File: config.mk
export PLATFORM = sky130hd
export DESIGN_NAME = serial_word_receiver
export DESIGN_NICKNAME = d
export VERILOG_FILES = /design/src/rtl/serial_word_receiver.sv
export SDC_FILE = /design/constraint.sdc
export NUM_CORES = 1
export LEC_CHECK = 0
export CAP_MARGIN = 20
export CORE_MARGIN = 2
export CORE_UTILIZATION = 35
export CTS_CLUSTER_DIAMETER = 100
export DETAILED_ROUTE_END_ITERATION = 7
export SYNTH_ARGS = -nofsm -noshare
export SYNTH_HDL_FRONTEND = slang
export SYNTH_SLANG_ARGS = --single-unit
File: constraint.sdc
create_clock -name clk -period 1.1 [get_ports clk]
set_input_delay 0.275 -clock clk [delete_from_list [all_inputs] [get_ports clk]]
set_output_delay 0.275 -clock clk [all_outputs]
set_load 0.03 [all_outputs]
File: src/rtl/serial_word_receiver.sv
`default_nettype none
// ============================================================================
// Module      : serial_word_receiver
// Description : Receive side of the serial shift-register link. Recovers
//               framed serial words (start bit 0, WIDTH data bits, stop bit 1)
//               sampled on bit-strobe edges and presents each completed word
//               on a registered valid/ready output port. Flags frame errors
//               and overruns, and rides out a line break without help.
// Revision    : 1.0 - initial release
// ----------------------------------------------------------------------------
// Parameters
//   WIDTH       data bits per frame (must be >= 2)
// Ports
//   clk         clock, all logic on the rising edge
//   rst         synchronous active-low reset
//   serial_in   serial line, idles high
//   bit_en      bit strobe; serial_in is only looked at when this is 1
//   lsb_first   1 = LSB arrives first, 0 = MSB arrives first (latched per frame)
//   parallel_Q  received word, stable while out_valid = 1
//   out_valid   parallel_Q holds an unconsumed word
//   out_ready   consumer takes the word when out_valid & out_ready
//   frame_err   one-cycle pulse: stop bit sampled low
//   overrun     one-cycle pulse: completed word dropped, output still full
//   busy        receiver is anywhere but IDLE
// ============================================================================
module serial_word_receiver #(
    parameter int unsigned WIDTH = 4
) (
    input  logic             clk,
    input  logic             rst,
    input  logic             serial_in,
    input  logic             bit_en,
    input  logic             lsb_first,
    output logic [WIDTH-1:0] parallel_Q,
    output logic             out_valid,
    input  logic             out_ready,
    output logic             frame_err,
    output logic             overrun,
    output logic             busy
);

    localparam int unsigned          CNT_W    = $clog2(WIDTH);
    localparam logic [CNT_W-1:0]     CNT_LAST = CNT_W'(WIDTH - 1);

    typedef enum logic [1:0] {
        IDLE  = 2'd0,
        DATA  = 2'd1,
        STOP  = 2'd2,
        BREAK = 2'd3
    } state_t;

    // ------------------------------------------------------------------
    // Registered state
    // ------------------------------------------------------------------
    state_t             state_r;
    logic [CNT_W-1:0]   cnt_r;
    logic [WIDTH-1:0]   shift_r;
    logic               mode_r;     // frame-wide copy of lsb_first
    logic [WIDTH-1:0]   q_r;
    logic               valid_r;
    logic               frame_err_r;
    logic               overrun_r;
    logic               busy_r;

    // ------------------------------------------------------------------
    // Next-state values
    // ------------------------------------------------------------------
    state_t             state_nx;
    logic [CNT_W-1:0]   cnt_nx;
    logic [WIDTH-1:0]   shift_nx;
    logic               mode_nx;
    logic [WIDTH-1:0]   q_nx;
    logic               valid_nx;
    logic               frame_err_nx;
    logic               overrun_nx;
    logic               busy_nx;
    logic               word_done;  // good stop bit sampled this edge

    // ------------------------------------------------------------------
    // Next-state and output logic
    // ------------------------------------------------------------------
    always_comb begin
        state_nx     = state_r;
        cnt_nx       = cnt_r;
        shift_nx     = shift_r;
        mode_nx      = mode_r;
        q_nx         = q_r;
        valid_nx     = valid_r;
        frame_err_nx = 1'b0;
        overrun_nx   = 1'b0;
        word_done    = 1'b0;

        case (state_r)
            IDLE: begin
                if (bit_en && !serial_in) begin
                    mode_nx  = lsb_first;
                    cnt_nx   = '0;
                    state_nx = DATA;
                end
            end

            DATA: begin
                if (bit_en) begin
                    if (mode_r) begin
                        shift_nx = {serial_in, shift_r[WIDTH-1:1]};
                    end else begin
                        shift_nx = {shift_r[WIDTH-2:0], serial_in};
                    end
                    // The counter holds at its last value instead of
                    // wrapping; the last data bit is taken when it already
                    // reads WIDTH-1, so WIDTH bits are shifted in total.
                    if (cnt_r == CNT_LAST) begin
                        state_nx = STOP;
                    end else begin
                        cnt_nx = cnt_r + CNT_W'(1);
                    end
                end
            end

            STOP: begin
                if (bit_en) begin
                    if (serial_in) begin
                        word_done = 1'b1;
                        state_nx  = IDLE;
                    end else begin
                        frame_err_nx = 1'b1;
                        state_nx     = BREAK;
                    end
                end
            end

            BREAK: begin
                // Wait for the line to return high; a low here is not a start.
                if (bit_en && serial_in) begin
                    state_nx = IDLE;
                end
            end

            default: begin
                state_nx = IDLE;
            end
        endcase

        // Output slot: a completion may reuse a slot that is being
        // consumed on the same edge, otherwise the new word is dropped.
        if (word_done) begin
            if (!valid_r || out_ready) begin
                q_nx     = shift_r;
                valid_nx = 1'b1;
            end else begin
                overrun_nx = 1'b1;
            end
        end else if (valid_r && out_ready) begin
            valid_nx = 1'b0;
        end

        busy_nx = (state_nx != IDLE);
    end

    // ------------------------------------------------------------------
    // State register
    // ------------------------------------------------------------------
    always_ff @(posedge clk) begin
        if (!rst) begin
            state_r     <= IDLE;
            cnt_r       <= '0;
            shift_r     <= '0;
            mode_r      <= 1'b0;
            q_r         <= '0;
            valid_r     <= 1'b0;
            frame_err_r <= 1'b0;
            overrun_r   <= 1'b0;
            busy_r      <= 1'b0;
        end else begin
            state_r     <= state_nx;
            cnt_r       <= cnt_nx;
            shift_r     <= shift_nx;
            mode_r      <= mode_nx;
            q_r         <= q_nx;
            valid_r     <= valid_nx;
            frame_err_r <= frame_err_nx;
            overrun_r   <= overrun_nx;
            busy_r      <= busy_nx;
        end
    end

    assign parallel_Q = q_r;
    assign out_valid  = valid_r;
    assign frame_err  = frame_err_r;
    assign overrun    = overrun_r;
    assign busy       = busy_r;

endmodule
`default_nettype wire

==> results_dict.tcl <==
set metrics [dict create \
    status "finished, violations left" \
    violations "setup timing" \
    synth.largest_area_cell "dfxtp_1" \
    critical-path-max-stage-delay_ps 390 \
    wl_met3_um 60 \
    holdPathEnd "parallel_Q[1]" \
    clockRootBuffer "clkbuf_4" \
    dr.pass1.iters 4 \
    p_leak_nw 0.475 \
    reg2reg_to "busy" \
    place.gp.congestion 0.700 \
    yosys_warnings 0 \
    syn_nets 82 \
    ir_drop_mv 0.564 \
    reg2reg_slack_ps -150 \
    synthTopCellsByCount "dfxtp_1 (17), nand2_1 (16), mux2i_1 (11)" \
    ys_seq_area_frac 0.444 \
    cts.clk_slew.worst_paths_ps 100 \
    slowest_stage "dfxtp_4" \
    cts_tree "built" \
    syn_avg_cell_area_um2 10.2 \
    diodes 0 \
    die_y_um 50.8 \
    dp_slack_ps -561 \
    drt_iter0_drc 10 \
    worst-r2r-cell-count 3 \
    layout_setup_ws_ps -145 \
    fin_hold_ws_ps 458 \
    routedWlPerCell_um 12.1 \
    syn_inst 75 \
    cp-end-kind "flop" \
    grt_pass1_vias 591 \
    start_util 0.379 \
    netlist_area_um2 767 \
    core_um2 2020 \
    hp-class "reg2reg" \
    period_share 1.13 \
    cts_max_level 1 \
    remaining_drc_errors 0 \
    ys.flop_type "dfxtp_1" \
    finalNetCount 107 \
    vias_per_cell 4.85 \
    drt-total-wl_mm 1.52 \
    worstSkewPairLatency_ps 290 \
    grt_usage 0.141 \
    ys_seq_elements 17 \
    rsz0062_at_grt "true" \
    worstMarginPinSlew_ps 306 \
    min_from "parallel_Q[1]" \
    start_kind "flop" \
    io_pins 14 \
    cp_data_required_time_ps 1290 \
    wl_met1_um 690 \
    rows 16 \
    drive_above_1_share 0.434 \
    hold_viol 0 \
    synth_edf_count 0 \
    fin_cells 126 \
    die_x_um 50.8 \
    dieArea_um2 2580 \
    r2r_start "state_r[0]" \
    p_per_area_nw_per_um2 1060 \
    crit_arrival_ps 1440 \
    synth.area.top_cells "dfxtp_1 (44%), mux2i_1 (14%), nand2_1 (7.8%)" \
    synthArstFlopShare 0 \
    grt_max_degree 13 \
    port_buffers 13 \
    antenna_found_initial 0 \
    synth.distinct_cells 24 \
    cts_sinks 17 \
    antenna_left 0 \
    setup_viol 4 \
    slew_violations 0 \
    cap_violations 0 \
    timing.final.crit_period_ps 1250 \
    area_growth_pct 41.1 \
    numCtsBuffers 3 \
    clockBufferDepth 2 \
    dp_hpwl_mm 1.03 \
    overflow 0 \
    min_path_cells 2 \
    highest_layer "met4" \
    fmax_ghz 0.803 \
    fin_skew_ps 1.94 \
    yosysMostFrequentCell "dfxtp_1" \
    grt_pass1_wl_mm 2.66 \
    met2_length_um 737 \
    crit_type "reg2reg" \
    synth_top_area_frac 0.444 \
    dp.cells 119 \
    path_max_fanout 5 \
    relSlewSlack 0.796 \
    holdBufCountCts 0 \
    crit_path_cell_trace "mux2_4, a32o_2, or2_1" \
    vias 611 \
]
-- flip-flops by register name, summed over array words and instances, names as in the netlist --
signal and count:
busy 1, cnt_r 2, frame_err 1, mode_r 1
out_valid 1, overrun 1, parallel_Q 4, shift_r 4
state_r 2
-- critical path, delay by kind of cell, from the launching register on --
family,cells,cell delay (ps)
AOI/OAI and AO/OA,1,240
DFF,1,390
muxes,1,300
and+or+nand+nor,1,210
-- worst max-delay path by stage --
stage                     slack, ps  startpoint  cells past startpoint    to
final                          -150  state_r[0]                      3  busy
after global routing           -190  state_r[0]                      3  busy
after CTS                      -120  state_r[0]                      3  busy
after detailed placement       -560      bit_en                      4  busy
after global placement         -530      bit_en                      4  busy
after floorplan                -120  state_r[0]                      4  busy
-- layout by cell type, fill, tap and decap left out, drive strengths merged --
| master | n |
|---|---|
| a21boi | 1 |
| a32o | 1 |
| and3 | 1 |
| and3b | 1 |
| and4b | 1 |
| buf | 20 |
| clkbuf | 3 |
| clkdlybuf4s15 | 1 |
| clkdlybuf4s50 | 3 |
| clkinv | 1 |
| dfxtp | 17 |
| dlygate4sd2 | 1 |
| ha | 1 |
| mux2 | 1 |
| mux2i | 11 |
| nand2 | 16 |
| nand2b | 1 |
| nand4b | 2 |
| nand4bb | 1 |
| nor2 | 1 |
| nor2b | 3 |
| nor3 | 1 |
| nor4b | 2 |
| o211a | 4 |
| o21a | 2 |
| o21ai | 1 |
| or2 | 1 |
-- per-layer routing --
| layer | up-vias | global-route usage |
|---|---|---|
| li1 | 314 | - |
| met1 | 281 | 0.176 |
| met2 | 12 | 0.219 |
| met3 | 4 | 0.0351 |
| met4 | 0 | 0.0811 |
| met5 | - | 0 |
-- timing repair --
item	CTS	global route
setup buffers	1	2
pin swaps	2	6
setup endpoints to repair	16	18
gates resized for setup	14	15
gates cloned	0	0
-- through the flow --
step | power, mW | util | cell area [um2] | setup TNS, ps
6_report | 1.15 | 0.535 | 1080 | -209
5_1_grt | 1.21 | 0.535 | 1080 | -713
4_1_cts | 1.15 | 0.507 | 1030 | -196
3_5_place_dp | 0.797 | 0.470 | 951 | -7710
3_3_place_gp | 0.795 | 0.470 | 951 | -7510
2_1_floorplan | 0.744 | - | 768 | -312
-- where the power goes --
part           internal [mW]  switching [mW]  leakage [nW]
Combinational         0.0911          0.0677         0.314
Clock                  0.136           0.207        0.0177
Sequential             0.631          0.0201         0.143
-- cell type report --
cell class	instances	area (um2)
fill	184	940
multi-input combinational	53	443
sequential	17	357
timing repair buffer	25	221
tap	27	33.8
clock buffer	3	22.5
clock inverter	1	5.00
-- cells by family (layout without fill, tap and decap cells) --
| family | after synthesis | after routing | synth area share |
|---|---|---|---|
| simple gates | 31 | 31 | 0.238 |
| compound gates | 9 | 9 | 0.101 |
| buf+inv | 5 | 29 | 0.0375 |
| flops | 17 | 17 | 0.444 |
| fa+ha+maj | 1 | 1 | 0.0163 |
| mux | 12 | 12 | 0.163 |
(Power assumes the default switching activity.)
